$ cat config.mk
export PLATFORM = sky130hd
export DESIGN_NAME = sram_one_port_arbiter_flat
export DESIGN_NICKNAME = d
export VERILOG_FILES = /design/src/rtl/sram_one_port_arbiter_if.sv /design/src/rtl/sram_one_port_arbiter.sv /design/src/flat_wrapper.sv
export SDC_FILE = /design/constraint.sdc
export NUM_CORES = 1
export LEC_CHECK = 0
export ABC_AREA = 1
export BUFFER_PORTS_ARGS = -buffer_cell sky130_fd_sc_hd__clkbuf_2
export CAP_MARGIN = 20
export CORE_MARGIN = 5
export CORE_UTILIZATION = 52
export CTS_CLUSTER_DIAMETER = 100
export DETAILED_ROUTE_END_ITERATION = 10
export GPL_ROUTABILITY_DRIVEN = 0
export PLACE_DENSITY_LB_ADDON = 0.3
export SETUP_SLACK_MARGIN = 0.05
export SYNTH_ARGS = -nofsm -noshare
export SYNTH_HDL_FRONTEND = slang
export SYNTH_SLANG_ARGS = --single-unit
$ cat constraint.sdc
create_clock -name i_clk -period 3.8 [get_ports i_clk]
set_input_delay 0 -clock i_clk [delete_from_list [all_inputs] [get_ports i_clk]]
set_output_delay 0 -clock i_clk [all_outputs]
set_load 0.01 [all_outputs]
$ cat src/rtl/sram_one_port_arbiter_if.sv
// Requester, read-return and SRAM-side signals of the one-port SRAM arbiter.
// The slave modport is the arbiter's view; master is the environment's view.
interface sram_one_port_arbiter_if #(
    parameter int unsigned BW    = 8,
    parameter int unsigned NDATA = 16
);
    localparam int unsigned AW = (NDATA > 1) ? $clog2(NDATA) : 1;

    logic          i_w_valid;
    logic          o_w_ready;
    logic [AW-1:0] i_w_addr;
    logic [BW-1:0] i_w_data;

    logic          i_r_valid;
    logic          o_r_ready;
    logic [AW-1:0] i_r_addr;

    logic          o_rd_valid;
    logic          i_rd_ready;
    logic [BW-1:0] o_rd_data;

    logic          o_sram_ce;
    logic          o_sram_r0w1;
    logic [AW-1:0] o_sram_addr;
    logic [BW-1:0] o_sram_wdata;
    logic [BW-1:0] i_sram_rdata;

    modport slave (
        input  i_w_valid, i_w_addr, i_w_data,
        input  i_r_valid, i_r_addr,
        input  i_rd_ready, i_sram_rdata,
        output o_w_ready, o_r_ready,
        output o_rd_valid, o_rd_data,
        output o_sram_ce, o_sram_r0w1, o_sram_addr, o_sram_wdata
    );

    modport master (
        output i_w_valid, i_w_addr, i_w_data,
        output i_r_valid, i_r_addr,
        output i_rd_ready, i_sram_rdata,
        input  o_w_ready, o_r_ready,
        input  o_rd_valid, o_rd_data,
        input  o_sram_ce, o_sram_r0w1, o_sram_addr, o_sram_wdata
    );
endinterface

$ cat src/rtl/sram_one_port_arbiter.sv
// Arbitrates one write and one read requester onto a single-port SRAM,
// returning read data through a 3-entry FIFO with credit-based flow control.
module sram_one_port_arbiter #(
    parameter int unsigned BW    = 8,
    parameter int unsigned NDATA = 16
) (
    input  logic                   i_clk,
    input  logic                   i_rst,
    sram_one_port_arbiter_if.slave bus
);
    localparam int unsigned AW    = (NDATA > 1) ? $clog2(NDATA) : 1;
    localparam int unsigned DEPTH = 3;
    localparam int unsigned PW    = 2;
    localparam int unsigned OW    = 3;

    logic [PW-1:0] r_count;
    logic [PW-1:0] r_wptr;
    logic [PW-1:0] r_rptr;
    logic          r_infl;
    logic          r_prio;
    logic [BW-1:0] r_mem [DEPTH];

    logic [OW-1:0] w_outstanding;
    logic          w_w_elig;
    logic          w_r_elig;
    logic          w_grant_w;
    logic          w_grant_r;
    logic          w_rd_valid;
    logic          w_push;
    logic          w_pop;

    function automatic logic [PW-1:0] ptr_inc(input logic [PW-1:0] p);
        return (p == PW'(DEPTH - 1)) ? '0 : p + PW'(1);
    endfunction

    // Reads in flight plus buffered reads form the credit count against FIFO depth.
    always_comb begin
        w_outstanding = OW'(r_count) + OW'(r_infl);
        w_w_elig      = bus.i_w_valid;
        w_r_elig      = bus.i_r_valid && (w_outstanding < OW'(DEPTH));
        w_grant_w     = 1'b0;
        w_grant_r     = 1'b0;
        if (!i_rst) begin
            if (w_w_elig && w_r_elig) begin
                w_grant_w = !r_prio;
                w_grant_r = r_prio;
            end else begin
                w_grant_w = w_w_elig;
                w_grant_r = w_r_elig;
            end
        end
    end

    assign w_rd_valid = !i_rst && (r_count != '0);
    assign w_push     = r_infl;
    assign w_pop      = w_rd_valid && bus.i_rd_ready;

    assign bus.o_w_ready    = w_grant_w;
    assign bus.o_r_ready    = w_grant_r;
    assign bus.o_sram_ce    = w_grant_w | w_grant_r;
    assign bus.o_sram_r0w1  = w_grant_w;
    assign bus.o_sram_addr  = w_grant_w ? bus.i_w_addr : bus.i_r_addr;
    assign bus.o_sram_wdata = bus.i_w_data;
    assign bus.o_rd_valid   = w_rd_valid;
    assign bus.o_rd_data    = r_mem[r_rptr];

    // Control state; reset drops any read still in flight.
    always_ff @(posedge i_clk) begin
        if (i_rst) begin
            r_count <= '0;
            r_wptr  <= '0;
            r_rptr  <= '0;
            r_infl  <= 1'b0;
            r_prio  <= 1'b0;
        end else begin
            r_infl <= w_grant_r;
            if (w_grant_w) begin
                r_prio <= 1'b1;
            end else if (w_grant_r) begin
                r_prio <= 1'b0;
            end
            if (w_push) begin
                r_wptr <= ptr_inc(r_wptr);
            end
            if (w_pop) begin
                r_rptr <= ptr_inc(r_rptr);
            end
            case ({w_push, w_pop})
                2'b10:   r_count <= r_count + PW'(1);
                2'b01:   r_count <= r_count - PW'(1);
                default: r_count <= r_count;
            endcase
        end
    end

    always_ff @(posedge i_clk) begin
        if (!i_rst && w_push) begin
            r_mem[r_wptr] <= bus.i_sram_rdata;
        end
    end

    logic unused_ok;
    assign unused_ok = &{1'b0, AW[0]};
endmodule

$ cat src/flat_wrapper.sv
// flat-port wrapper written by rule: the top's interface ports become plain ports
module sram_one_port_arbiter_flat 
#(
    parameter int unsigned BW    = 8,
    parameter int unsigned NDATA = 16
)
  (i_clk, i_rst, bus_i_w_valid, bus_i_w_addr, bus_i_w_data, bus_i_r_valid, bus_i_r_addr, bus_i_rd_ready, bus_i_sram_rdata, bus_o_w_ready, bus_o_r_ready, bus_o_rd_valid, bus_o_rd_data, bus_o_sram_ce, bus_o_sram_r0w1, bus_o_sram_addr, bus_o_sram_wdata);
  sram_one_port_arbiter_if #(.BW(BW), .NDATA(NDATA)) bus_i ();
  input  logic i_clk;
  input  logic i_rst;
  input wire logic [$bits(bus_i.i_w_valid)-1:0] bus_i_w_valid;
  input wire logic [$bits(bus_i.i_w_addr)-1:0] bus_i_w_addr;
  input wire logic [$bits(bus_i.i_w_data)-1:0] bus_i_w_data;
  input wire logic [$bits(bus_i.i_r_valid)-1:0] bus_i_r_valid;
  input wire logic [$bits(bus_i.i_r_addr)-1:0] bus_i_r_addr;
  input wire logic [$bits(bus_i.i_rd_ready)-1:0] bus_i_rd_ready;
  input wire logic [$bits(bus_i.i_sram_rdata)-1:0] bus_i_sram_rdata;
  output wire logic [$bits(bus_i.o_w_ready)-1:0] bus_o_w_ready;
  output wire logic [$bits(bus_i.o_r_ready)-1:0] bus_o_r_ready;
  output wire logic [$bits(bus_i.o_rd_valid)-1:0] bus_o_rd_valid;
  output wire logic [$bits(bus_i.o_rd_data)-1:0] bus_o_rd_data;
  output wire logic [$bits(bus_i.o_sram_ce)-1:0] bus_o_sram_ce;
  output wire logic [$bits(bus_i.o_sram_r0w1)-1:0] bus_o_sram_r0w1;
  output wire logic [$bits(bus_i.o_sram_addr)-1:0] bus_o_sram_addr;
  output wire logic [$bits(bus_i.o_sram_wdata)-1:0] bus_o_sram_wdata;
  assign bus_i.i_w_valid = bus_i_w_valid;
  assign bus_i.i_w_addr = bus_i_w_addr;
  assign bus_i.i_w_data = bus_i_w_data;
  assign bus_i.i_r_valid = bus_i_r_valid;
  assign bus_i.i_r_addr = bus_i_r_addr;
  assign bus_i.i_rd_ready = bus_i_rd_ready;
  assign bus_i.i_sram_rdata = bus_i_sram_rdata;
  assign bus_o_w_ready = bus_i.o_w_ready;
  assign bus_o_r_ready = bus_i.o_r_ready;
  assign bus_o_rd_valid = bus_i.o_rd_valid;
  assign bus_o_rd_data = bus_i.o_rd_data;
  assign bus_o_sram_ce = bus_i.o_sram_ce;
  assign bus_o_sram_r0w1 = bus_i.o_sram_r0w1;
  assign bus_o_sram_addr = bus_i.o_sram_addr;
  assign bus_o_sram_wdata = bus_i.o_sram_wdata;
  sram_one_port_arbiter #(.BW(BW), .NDATA(NDATA)) u_core (.i_clk(i_clk), .i_rst(i_rst), .bus(bus_i));
endmodule
==> summary.md, run 1 <==
| Metric | Value |
|---|---|
| Status | finished, final reports clean |
| FF-to-FF setup slack | 2.15 ns |
| CTS resizes | 0 |
| Syn Nets | ~180 |
| Slew Limit Fails | 0 |
| Crit-path max FO | 6 |
| Combinational share of power | approximately 13% |
| RSZ-0062 raised after global routing | no |
| Post-synthesis simple-gate area fraction | between 10% and 20% |
| Delay-heaviest family, CP | simple AND/OR/NAND/NOR gates |
| Routed length per placed instance | 12.5 microns |
| Diodes inserted | 0 |
| Final nets | 228 |
| Detail Route Antenna Nets | 0 |
| Final number of hold-violating endpoints | 0 |
| Sequential area share after synthesis | approximately 62% |
| Post-Synth XOR/XNOR Area | 0% |
| Largest net degree at the start of global routing | 11 |
| Clk buf depth | 2 |
| Drt total wl | 2.85 mm |
| Fmax | 548 MHz |
| TNS Setup | 0 ns |
| Critical Path AT | 1.82 ns |
| Ys Warns | 0 |
| Area leader, netlist | edfxtp_1 |
| Crit path kind | register to primary output |
| Min Tclk post-route | 1.82 ns |
| Remaining DRCs | 0 |
| DP Wirelength | about 2.1 mm |
| Power, Total | 0.722 mW |
| Worst-margin pin slew | 0.979 ns |
| Seq pwr share | 57.4% |
| Initial DRC count | 51 |
| Vias in the first global route | 1091 |
| R2R Path End | u_core.r_mem[2][6] |
| Fin Clk Skew | 0.0131 ns |
| Req. time, crit path | 3.80 ns |
| Global-route wire length before repair | roughly 4.8 mm |
| Min-Delay Path Class | input port to primary output |
| Top cells by area, synth | edfxtp_1 48%, dfxtp_1 13%, nand2_1 7.3% |
| Mux share of post-synthesis cell area | 0% |
| Reg area | between 900 and 1000 sq um |
| CTS Sinks | 34 |
| # Post-CTS Setup Buffers | 0 |
| Pint | 0.554 mW |
| GRT Overall Usage | 15.4% |
| Hold EP | bus_o_sram_wdata[1] |
| Clock share of power | just under 30% |
| CP endpoint kind | primary output |
| CP bufs+invs | 1 |
| Synth Area in Compound Gates | 7.73% |
| Multi-input gate area | ~430 sq um |
| Post-Synthesis Cells | 151 |
| Worst path slowest cell | dfxtp_1 |
| Core box area | 2760 sq um |
| Peak supply drop | 0.264 mV |
| CTS Buf Count | 5 |
| PortBufs | 37 |
| Path depth of the worst reg2reg path | 2 |
| Net Switching | between 0.15 and 0.2 mW |
| Synthesized area per cell | 9.86 sq um |
| Die Height | 63.5 microns |
| Worst-path clk slew | 0.10 ns |
| Post-synthesis adder-cell area fraction | ~2.5% |
| Maxcap violations | 0 |
| Crit-path max cell delay | ~0.45 ns |
| GRT overflow | 0 |
| H-tree levels | 2 |
| Initial Utilization | 54.0% |
| DIE AREA | 4030 sq um |
| Register bit total from synthesis | 34 |
| Static leakage | 0.820 nW |
| Hold path cells | 0 |
| # rows | 19 |
| Setup Viol. Count Final | 0 |
| Die width | ~64 microns |
| Worst setup SP type | register |
| Post-synth cell types | 19 |
| Clock root buffer master | clkbuf_4 |
| CP most frequent cell | nand2_1 |
| Drt first pass iters | 6 |
| Worst skew pair latency | ~0.33 ns |
| Layout area overhead | 22.5% |
| Routed vias | 1143 |
| TritonCTS clock tree | yes |
| HP Start | bus_i_w_data[1] |
| Power per cell area | between 300 and 400 nW/um^2 |
| Switching power share of the total | 23.3% |
| CP Cell Sequence | ha_1 -> ha_1 -> nand2_1 -> nand4_2 -> nand2_2 -> nand2_1 -> nand2_1 -> clkbuf_2 |
| # fillers | 220 |
| Share of layout cells above drive strength 1 | a little over a quarter |
| Reg2Reg Launch Point | u_core.r_infl |
| Synthesized area | around 1500 sq um |
| Largest family of logic cells by synthesized area | simple AND/OR/NAND/NOR gates |
| Vias/cell | around 5.0 |
| Relative slew margins | 34.2% |
| Initial antenna violation count | 0 |
| Yosys top cell area share | 48.4% |
| # IOs | 54 |
| Fin crit share | 48.0% |
## registers in the layout (all words and copies together), names as in the netlist, named ones only
register        flops
u_core.r_wptr       2
u_core.r_mem       24
u_core.r_infl       1
u_core.r_rptr       2
u_core.r_count      2
u_core.r_prio       1
## how the worst max path moves through the flow
stage | slack [ns] | from | cells after the start | to
6_report | 1.98 | u_core.r_count[0] | 8 | bus_o_sram_addr[3]
2_1_floorplan | 2.37 | u_core.r_infl | 2 | u_core.r_mem[2][0]
5_1_grt | 1.78 | u_core.r_count[0] | 8 | bus_o_sram_addr[2]
3_5_place_dp | 2.15 | u_core.r_infl | 2 | u_core.r_mem[2][4]
4_1_cts | 1.94 | u_core.r_count[0] | 8 | bus_o_sram_addr[3]
3_3_place_gp | 2.22 | u_core.r_infl | 2 | u_core.r_mem[2][4]
## layer usage
layer	up-vias	track usage [%]	wire, microns
met3	10	5.33	221
met5	-	0	0
met2	42	24.7	1380
met1	503	17.7	1190
li1	588	-	-
met4	0	8.57	60
## cell usage in the layout (no fill, tap or decap), drive strengths merged, types with 2 or more instances in the layout
cell / Yosys / routed
a21oi: 18 / 18
clkbuf: 0 / 44
dfxtp: 10 / 10
dlygate4sd3: 0 / 12
edfxtp: 24 / 24
ha: 3 / 3
inv: 15 / 15
nand2: 30 / 30
nand3: 10 / 10
nand4: 2 / 2
nor2: 21 / 21
o21ai: 5 / 5
## power by group through the flow
stage	registers (mW)	logic (mW)	clock network, mW
after floorplan	0.419	0.0601	0
after global placement	0.422	0.0801	0
after detailed placement	0.423	0.0832	0
after CTS	0.415	0.0934	0.220
after global routing	0.416	0.104	0.244
final	0.415	0.0927	0.215
## kinds of logic after synthesis
logic type | after synthesis
AOI/OAI and AO/OA | 23
adders and majority gates | 3
buffers and inverters | 26
DFF | 34
and+or+nand+nor | 65
## Yosys cell counts (all sizes together)
master  number
nor2        21
nand4        2
dfxtp       10
nand3       10
nor3         1
ha           3
edfxtp      24
nand2       30
a21oi       18
o21ai        5
or2          1
buf         11
inv         15
## layout make-up
type | instances | share of cell area, %
Clock buffer | 7 | 3.57
Clock inverter | 1 | 0.206
Inverter | 15 | 3.09
Multi-Input combinational cell | 91 | 23.8
Sequential cell | 34 | 50.5
Tap cell | 31 | 2.13
Timing Repair Buffer | 49 | 16.7
## metrics by stage
stage / instance area [sq um] / worst slack, ns / std cells / hold WS, ns / utilization [%]
global route: 1820 / 1.78 / 228 / 0.0000166 / 66.2
finish: 1820 / 1.98 / 228 / 0.00000449 / 66.2
floorplan: 1490 / 2.37 / 151 / 0.0441 / -
global placement: 1640 / 2.22 / 208 / 0.0000686 / 59.3
CTS: 1820 / 1.94 / 228 / 0.0000686 / 66.2
detailed placement: 1640 / 2.15 / 208 / 0.0000686 / 59.3
## what timing repair did
action | in CTS | in global routing
hold endpoints to repair | 28 | 0
setup endpoints to repair | 0 | 0
hold buffers | 12 | 0
No activity file was read; power rests on OpenSTA's default activity.
==> run 2, diff against run 1 <==
--- a/config.mk
+++ b/config.mk
@@ -5,11 +5,11 @@
 export SDC_FILE = /design/constraint.sdc
 export NUM_CORES = 1
 export LEC_CHECK = 0
-export ABC_AREA = 1
+export ABC_AREA = 0
 export BUFFER_PORTS_ARGS = -buffer_cell sky130_fd_sc_hd__clkbuf_2
 export CAP_MARGIN = 20
 export CORE_MARGIN = 5
-export CORE_UTILIZATION = 52
+export CORE_UTILIZATION = 48
 export CTS_CLUSTER_DIAMETER = 100
 export DETAILED_ROUTE_END_ITERATION = 10
 export GPL_ROUTABILITY_DRIVEN = 0
==> constraint.sdc (replaced) <==
create_clock -name i_clk -period 1.7 [get_ports i_clk]
set_input_delay 0 -clock i_clk [delete_from_list [all_inputs] [get_ports i_clk]]
set_output_delay 0 -clock i_clk [all_outputs]
set_load 0.01 [all_outputs]
==> run 2 against run 1 <==
- final cell count is 11% lower
- first-iteration DRC count decreased by 25%
- largest cell class unchanged
- sequential share of layout area down 4.3 points
- largest power group unchanged
- combinational power increased to 2.8 times the previous value
- setup slack worse by 2.1 ns
- clock power increased to 2.8 times the previous value
- sequential cell count unchanged
- non-clock buffer count up 12
- utilization increased by 0.51 points
- the flow now finishes with violations (negative setup slack)
==> summary.md, run 2 <==
| Metric | Value |
|---|---|
| Diodes inserted | 0 |
| Global-route met2 utilization | 27.7% |
| RSZ-0062 raised after global routing | yes |
| Synthesized area | ~1500 sq um |
| Routed vias | 1056 |
| Crit-path max FO | 6 |
| Req. time, crit path | ~1.7 ns |
| Final number of hold-violating endpoints | 0 |
| R2R Path End | u_core.r_count[1] |
| Sequential area share after synthesis | between 60% and 70% |
| Switching power share of the total | a little over a fifth |
| Yosys top cell area share | between 40% and 50% |
| Worst setup SP type | register |
| Die width | 65.4 microns |
| Most used DFF post-synth | edfxtp_1 |
| Ys Warns | 0 |
| Post-synth cell types | 28 |
| Relative slew margins | about 68% |
| Hold path cells | 0 |
| Most frequent cells in the layout | 36 x clkbuf_2, 24 x edfxtp_1, 14 x buf_4, 10 x nand2_1 |
| Syn Nets | 145 |
| Reg2Reg Launch Point | u_core.r_count[0] |
| Initial DRC count | 38 |
| Synth top cells by count | 24 x edfxtp_1, 11 x nand2_1, 10 x dfxtp_1, 9 x buf_4, 9 x o21ai_0 |
| Min setup slack post-route | -0.157 ns |
| Most flops, register | u_core.r_mem |
| Fmax | 539 MHz |
| Vias/cell | 5.20 |
| Die Height | 65.4 microns |
| # IOs | 54 |
| Failing checks | negative setup slack |
| Routed length per placed instance | approximately 15 microns |
| Final hold slack | roughly 0.0000039 ns |
| Peak supply drop | 0.609 mV |
| Drt total wl | about 3.0 mm |
| Initial Utilization | between 40 and 50% |
| Count leader, synth | edfxtp_1 |
| FF-to-FF setup slack | -0.09 ns |
| CTS Sinks | 34 |
| Clk buf depth | 2 |
| Setup Viol. Count Final | 7 |
| PortBufs | 37 |
| Clock share of power | 33.3% |
| Final nets | 201 |
| Hold EP | bus_o_sram_wdata[6] |
| Final Cell Area | 2000 sq um |
| DIE AREA | 4270 sq um |
| Status | finished with violations |
| CP endpoint kind | primary output |
| Path depth of the worst reg2reg path | 8 |
| Net Switching | ~0.39 mW |
| Ys async rst share | 0% |
| Max reg flops | 24 |
| DP Wirelength | approximately 2.0 mm |
| Drt first pass iters | 4 |
| TNS Setup | -0.790 ns |
| Initial antenna violation count | 0 |
| GR Layer Usage met3 | 5.47% |
| Worst-path clk slew | around 0.09 ns |
| Core box area | 3000 sq um |
| HP Start | bus_i_w_data[6] |
| Min-Delay Path Class | input port to primary output |
| H-tree levels | 2 |
| Detail Route Antenna Nets | 0 |
| Crit path kind | register to primary output |
| Global-route layer with the greatest usage | met2 |
| Share of layout cells above drive strength 1 | 46.5% |
| Worst-margin pin slew | 0.479 ns |
| Layout area overhead | 36.1% |
| GRT overflow | 0 |
| Seq pwr share | 52.2% |
| TritonCTS clock tree | yes |
| Combinational share of power | 14.5% |
| Post-Synthesis Cells | 113 |
| Largest net degree at the start of global routing | 17 |
| Static leakage | roughly 0.8 nW |
| Remaining DRCs | 0 |
| Min Tclk post-route | 1.86 ns |
| Placed Area | approximately 1700 sq um |
| Power per cell area | 896 nW/um^2 |
| Register bit total from synthesis | 34 |
| Area leader, netlist | edfxtp_1 |
| Clock root buffer master | clkbuf_4 |
| Met1 Resource Use GR | 17.8% |
| Number of flops mapped to enable cells by yosys | 24 |
| Most common cell after layout, fill and taps aside | clkbuf_2 |
| GRT Overall Usage | 16.0% |
| # rows | 20 |
| Critical Path AT | 1.86 ns |
| Synthesized area per cell | 13.0 sq um |
| Final core occ | about two thirds |
| Maxcap violations | 0 |
| Fin crit share | 109% |
| CTS Buf Count | 5 |
| Top cells by area, synth | edfxtp_1 49%, dfxtp_1 14%, mux2i_1 5.4% |
| Slew Limit Fails | 0 |
| Place WS | 0.0110 ns |
| Global-route wire length before repair | 5.06 mm |
| Fin Clk Skew | about 0.0055 ns |
| Vias in the first global route | between 1000 and 1500 |
| Pint | approximately 1.4 mW |
| Worst skew pair latency | roughly 0.33 ns |
==> run 2: per-layer routing <==
layer / wire (microns) / up-vias
li1: - / 515
met1: 1150 / 497
met3: 183 / 14
met2: 1610 / 30
met4: 78 / 0
met5: 0 / -
==> run 2: repair_timing <==
| action | CTS | global route |
|---|---|---|
| gates cloned | 0 | 0 |
| pin swaps | 9 | 0 |
| buffers inserted | 5 | 1 |
| gates resized for setup | 17 | 4 |
| endpoints found under the hold margin | 25 | 0 |
| endpoints found under the setup margin | 9 | 10 |
| hold buffers | 9 | 0 |
==> run 2: layout make-up <==
type	instances	area [sq um]
Fill cell	221	1000
Sequential cell	34	925
Multi-Input combinational cell	64	548
Timing Repair Buffer	61	392
Clock buffer	7	55.1
Tap cell	33	41.3
Clock inverter	1	30.0
Inverter	3	11.3
==> run 2: cell families (layout without fill, tap and decap cells) <==
family | count (synthesis) | count (layout) | share of synthesized area (%)
buf+inv | 15 | 72 | 6.21
fa+ha+maj | 3 | 3 | 2.55
xor+xnor | 2 | 2 | 1.19
simple gates | 27 | 27 | 8.93
flops | 34 | 34 | 62.6
compound gates | 19 | 19 | 9.27
mux | 13 | 13 | 9.27
==> run 2: worst max path at each step <==
stage / end / slack, ns / cells after the start / start
global placement: bus_o_sram_addr[0] / 0.06 / 6 / u_core.r_infl
global route: bus_o_sram_addr[2] / -0.23 / 6 / u_core.r_infl
detailed placement: bus_o_sram_addr[0] / 0.01 / 6 / u_core.r_count[0]
floorplan: bus_o_sram_addr[0] / 0.08 / 5 / u_core.r_infl
finish: bus_o_sram_addr[0] / -0.16 / 6 / u_core.r_count[0]
CTS: bus_o_sram_addr[2] / -0.16 / 6 / u_core.r_infl
==> run 2: worst max-delay path, cell delays in order, from the launching register on <==
cell and delay (ns):
dfxtp_2 0.35, ha_4 0.16, ha_4 0.26, nand2_4 0.05
a41oi_4 0.24, mux2_4 0.34, clkbuf_2 0.13
==> run 2: stage by stage <==
step	cells	power, mW
after floorplan	113	1.07
after global placement	180	1.13
after detailed placement	180	1.14
after CTS	202	1.80
after global routing	203	1.89
final	203	1.79
==> run 2: power groups by stage <==
stage | sequential [mW] | clock [mW] | combinational [mW]
6_report | 0.937 | 0.597 | 0.260
5_1_grt | 0.942 | 0.660 | 0.287
4_1_cts | 0.936 | 0.611 | 0.253
3_5_place_dp | 0.951 | 0 | 0.189
3_3_place_gp | 0.949 | 0 | 0.181
2_1_floorplan | 0.940 | 0 | 0.133
==> run 3, diff against run 2 <==
--- a/config.mk
+++ b/config.mk
@@ -7,13 +7,13 @@
 export LEC_CHECK = 0
 export ABC_AREA = 0
 export BUFFER_PORTS_ARGS = -buffer_cell sky130_fd_sc_hd__clkbuf_2
-export CAP_MARGIN = 20
+export CAP_MARGIN = 10
 export CORE_MARGIN = 5
 export CORE_UTILIZATION = 48
 export CTS_CLUSTER_DIAMETER = 100
 export DETAILED_ROUTE_END_ITERATION = 10
 export GPL_ROUTABILITY_DRIVEN = 0
-export PLACE_DENSITY_LB_ADDON = 0.3
+export PLACE_DENSITY = 0.88
 export SETUP_SLACK_MARGIN = 0.05
 export SYNTH_ARGS = -nofsm -noshare
 export SYNTH_HDL_FRONTEND = slang
==> run 3 against run 2 <==
- the flow still finishes with violations (negative setup slack)
- wire length down 4.7%
- register-to-register slack better by 0.14 ns
- clock skew decreased by 0.00060 ns
- hold slack about the same
- setup slack worse by 0.021 ns
- utilization shrank 2.7 points
- sequential power hardly changed
- sequential share of layout area is 1.9 points higher
- combinational power decreased by 7%
- via count down 3.0%
- power down 9.3%
- die area did not move
- critical path type unchanged
==> summary.md, run 3 (synthesized netlist as in run 2, its figures left out) <==
| Metric | Value |
|---|---|
| H-tree levels | 2 |
| Initial antenna violation count | 0 |
| Setup Viol. Count Final | 5 |
| Max reg flops | 24 |
| Most common cell after layout, fill and taps aside | clkbuf_2 |
| Finished Layout Cells | 198 |
| Reg area | 923 sq um |
| DP Wirelength | 1.92 mm |
| Drt total wl | 2.88 mm |
| Clk buf depth | 2 |
| Die Height | 65.4 microns |
| # rows | 20 |
| Critical Path AT | 1.88 ns |
| Power, Total | 1.63 mW |
| CTS Sinks | 34 |
| # IOs | 54 |
| Relative slew margins | 67.9% |
| Initial DRC count | 19 |
| PortBufs | 37 |
| Power per cell area | 847 nW/um^2 |
| Remaining DRCs | 0 |
| Maxcap violations | 0 |
| CP endpoint kind | primary output |
| Final core occ | approximately 64% |
| Die width | 65.4 microns |
| Failing checks | negative setup slack |
| CTS Buf Count | 5 |
| Most frequent cells in the layout | 36 x clkbuf_2, 24 x edfxtp_1, 10 x nand2_1, 10 x buf_4 |
| Worst setup SP type | register |
| Req. time, crit path | 1.70 ns |
| Status | finished with violations |
| Drt first pass iters | 4 |
| Static leakage | ~0.75 nW |
| TritonCTS clock tree | yes |
| Fin Clk Skew | roughly 0.0049 ns |
| Detail Route Antenna Nets | 0 |
| Most flops, register | u_core.r_mem |
| Core box area | 3000 sq um |
| Routed vias | 1024 |
| Vias in the first global route | 1055 |
| Crit path kind | register to primary output |
| GRT overflow | 0 |
| GRT Overall Usage | 14.4% |
| Diodes inserted | 0 |
| Worst-margin pin slew | 0.480 ns |
| Peak supply drop | 0.439 mV |
| Clock root buffer master | clkbuf_4 |
| Initial Utilization | 49.0% |
| Fin crit share | 110% |
| Final number of hold-violating endpoints | 0 |
| Worst-path clk slew | 0.10 ns |
| Crit-path max FO | 6 |
| Share of layout cells above drive strength 1 | a little over two fifths |
| Min-Delay Path Class | input port to primary output |
| Vias/cell | 5.17 |
| Slew Limit Fails | 0 |
| # fillers | 227 |
| DP Cell Count | 177 |
| Routed length per placed instance | 14.5 microns |
| Worst skew pair latency | 0.33 ns |
| Layout area overhead | 30.6% |
| Fmax | 532 MHz |
| DIE AREA | 4270 sq um |
| Largest net degree at the start of global routing | 17 |
| Global-route wire length before repair | 4.62 mm |
| Min Tclk post-route | 1.88 ns |
| Min setup slack post-route | -0.178 ns |
| Final nets | 196 |
| RSZ-0062 raised after global routing | yes |
| Multi-input gate area | ~530 sq um |
-- run 3: cell count changes in the layout (fill, tap and decap cells not counted), sizes merged --
cell,before,now
buf,16,11
bufinv,1,0
clkbuf,43,44
-- run 3: power by group --
part / switching, mW / leakage (nW) / internal, mW / total (mW)
clock network: 0.246 / 0.0326 / 0.204 / 0.450
logic: 0.107 / 0.422 / 0.136 / 0.242
registers: 0.0263 / 0.299 / 0.908 / 0.935
total: 0.379 / 0.753 / 1.25 / 1.63
-- run 3: critical path, stage by stage, from the launching register on --
cell	delay [ns]
dfxtp_2	0.35
ha_4	0.16
ha_4	0.26
nand2_4	0.05
a41oi_4	0.26
mux2_4	0.34
clkbuf_2	0.13
-- run 3: cell type report --
cell class | instances | area share (%)
Sequential cell | 34 | 48.0
Multi-Input combinational cell | 64 | 27.6
Timing Repair Buffer | 56 | 18.6
Clock buffer | 8 | 3.06
Tap cell | 33 | 2.15
Inverter | 3 | 0.586
-- run 3: worst paths after layout --
kind              cells after the start  slack, ns                   to               from
setup / recovery                      6      -0.18   bus_o_sram_addr[0]  u_core.r_count[0]
hold / removal                        0   0.000004  bus_o_sram_wdata[1]    bus_i_w_data[1]
setup reg to reg                      7       0.05    u_core.r_count[1]  u_core.r_count[0]
hold reg to reg                       2       0.51     u_core.r_wptr[1]   u_core.r_wptr[1]
-- run 3: repair_timing --
action	4_1_cts	5_1_grt
pin swaps	6	0
endpoints found under the hold margin	25	0
setup endpoints to repair	9	9
resized for setup	13	4
setup buffers	2	2
gates cloned	0	0
hold buffers	9	0
-- run 3: metal layers --
| layer | up-vias | share of wire, % | GRT usage, % | routed length [microns] |
|---|---|---|---|---|
| met5 | - | 0 | 0 | 0 |
| met4 | 0 | 0.69 | 4.92 | 20 |
| met3 | 3 | 8.4 | 4.62 | 241 |
| met2 | 41 | 54 | 26.9 | 1560 |
| met1 | 477 | 37 | 14.9 | 1060 |
| li1 | 503 | - | - | - |
-- run 3: metrics by stage --
stage | worst slack, ns | cell area [sq um] | hold WS, ns | setup TNS, ns
5_1_grt | -0.253 | 1920 | 0.0000255 | -1.26
3_5_place_dp | -0.00172 | 1660 | 0.0000686 | -0.00172
3_3_place_gp | 0.0626 | 1660 | 0.0000686 | 0
6_report | -0.178 | 1920 | 0.00000443 | -0.775
4_1_cts | -0.165 | 1890 | 0.0000686 | -0.639
2_1_floorplan | 0.0840 | 1470 | 0.0918 | 0
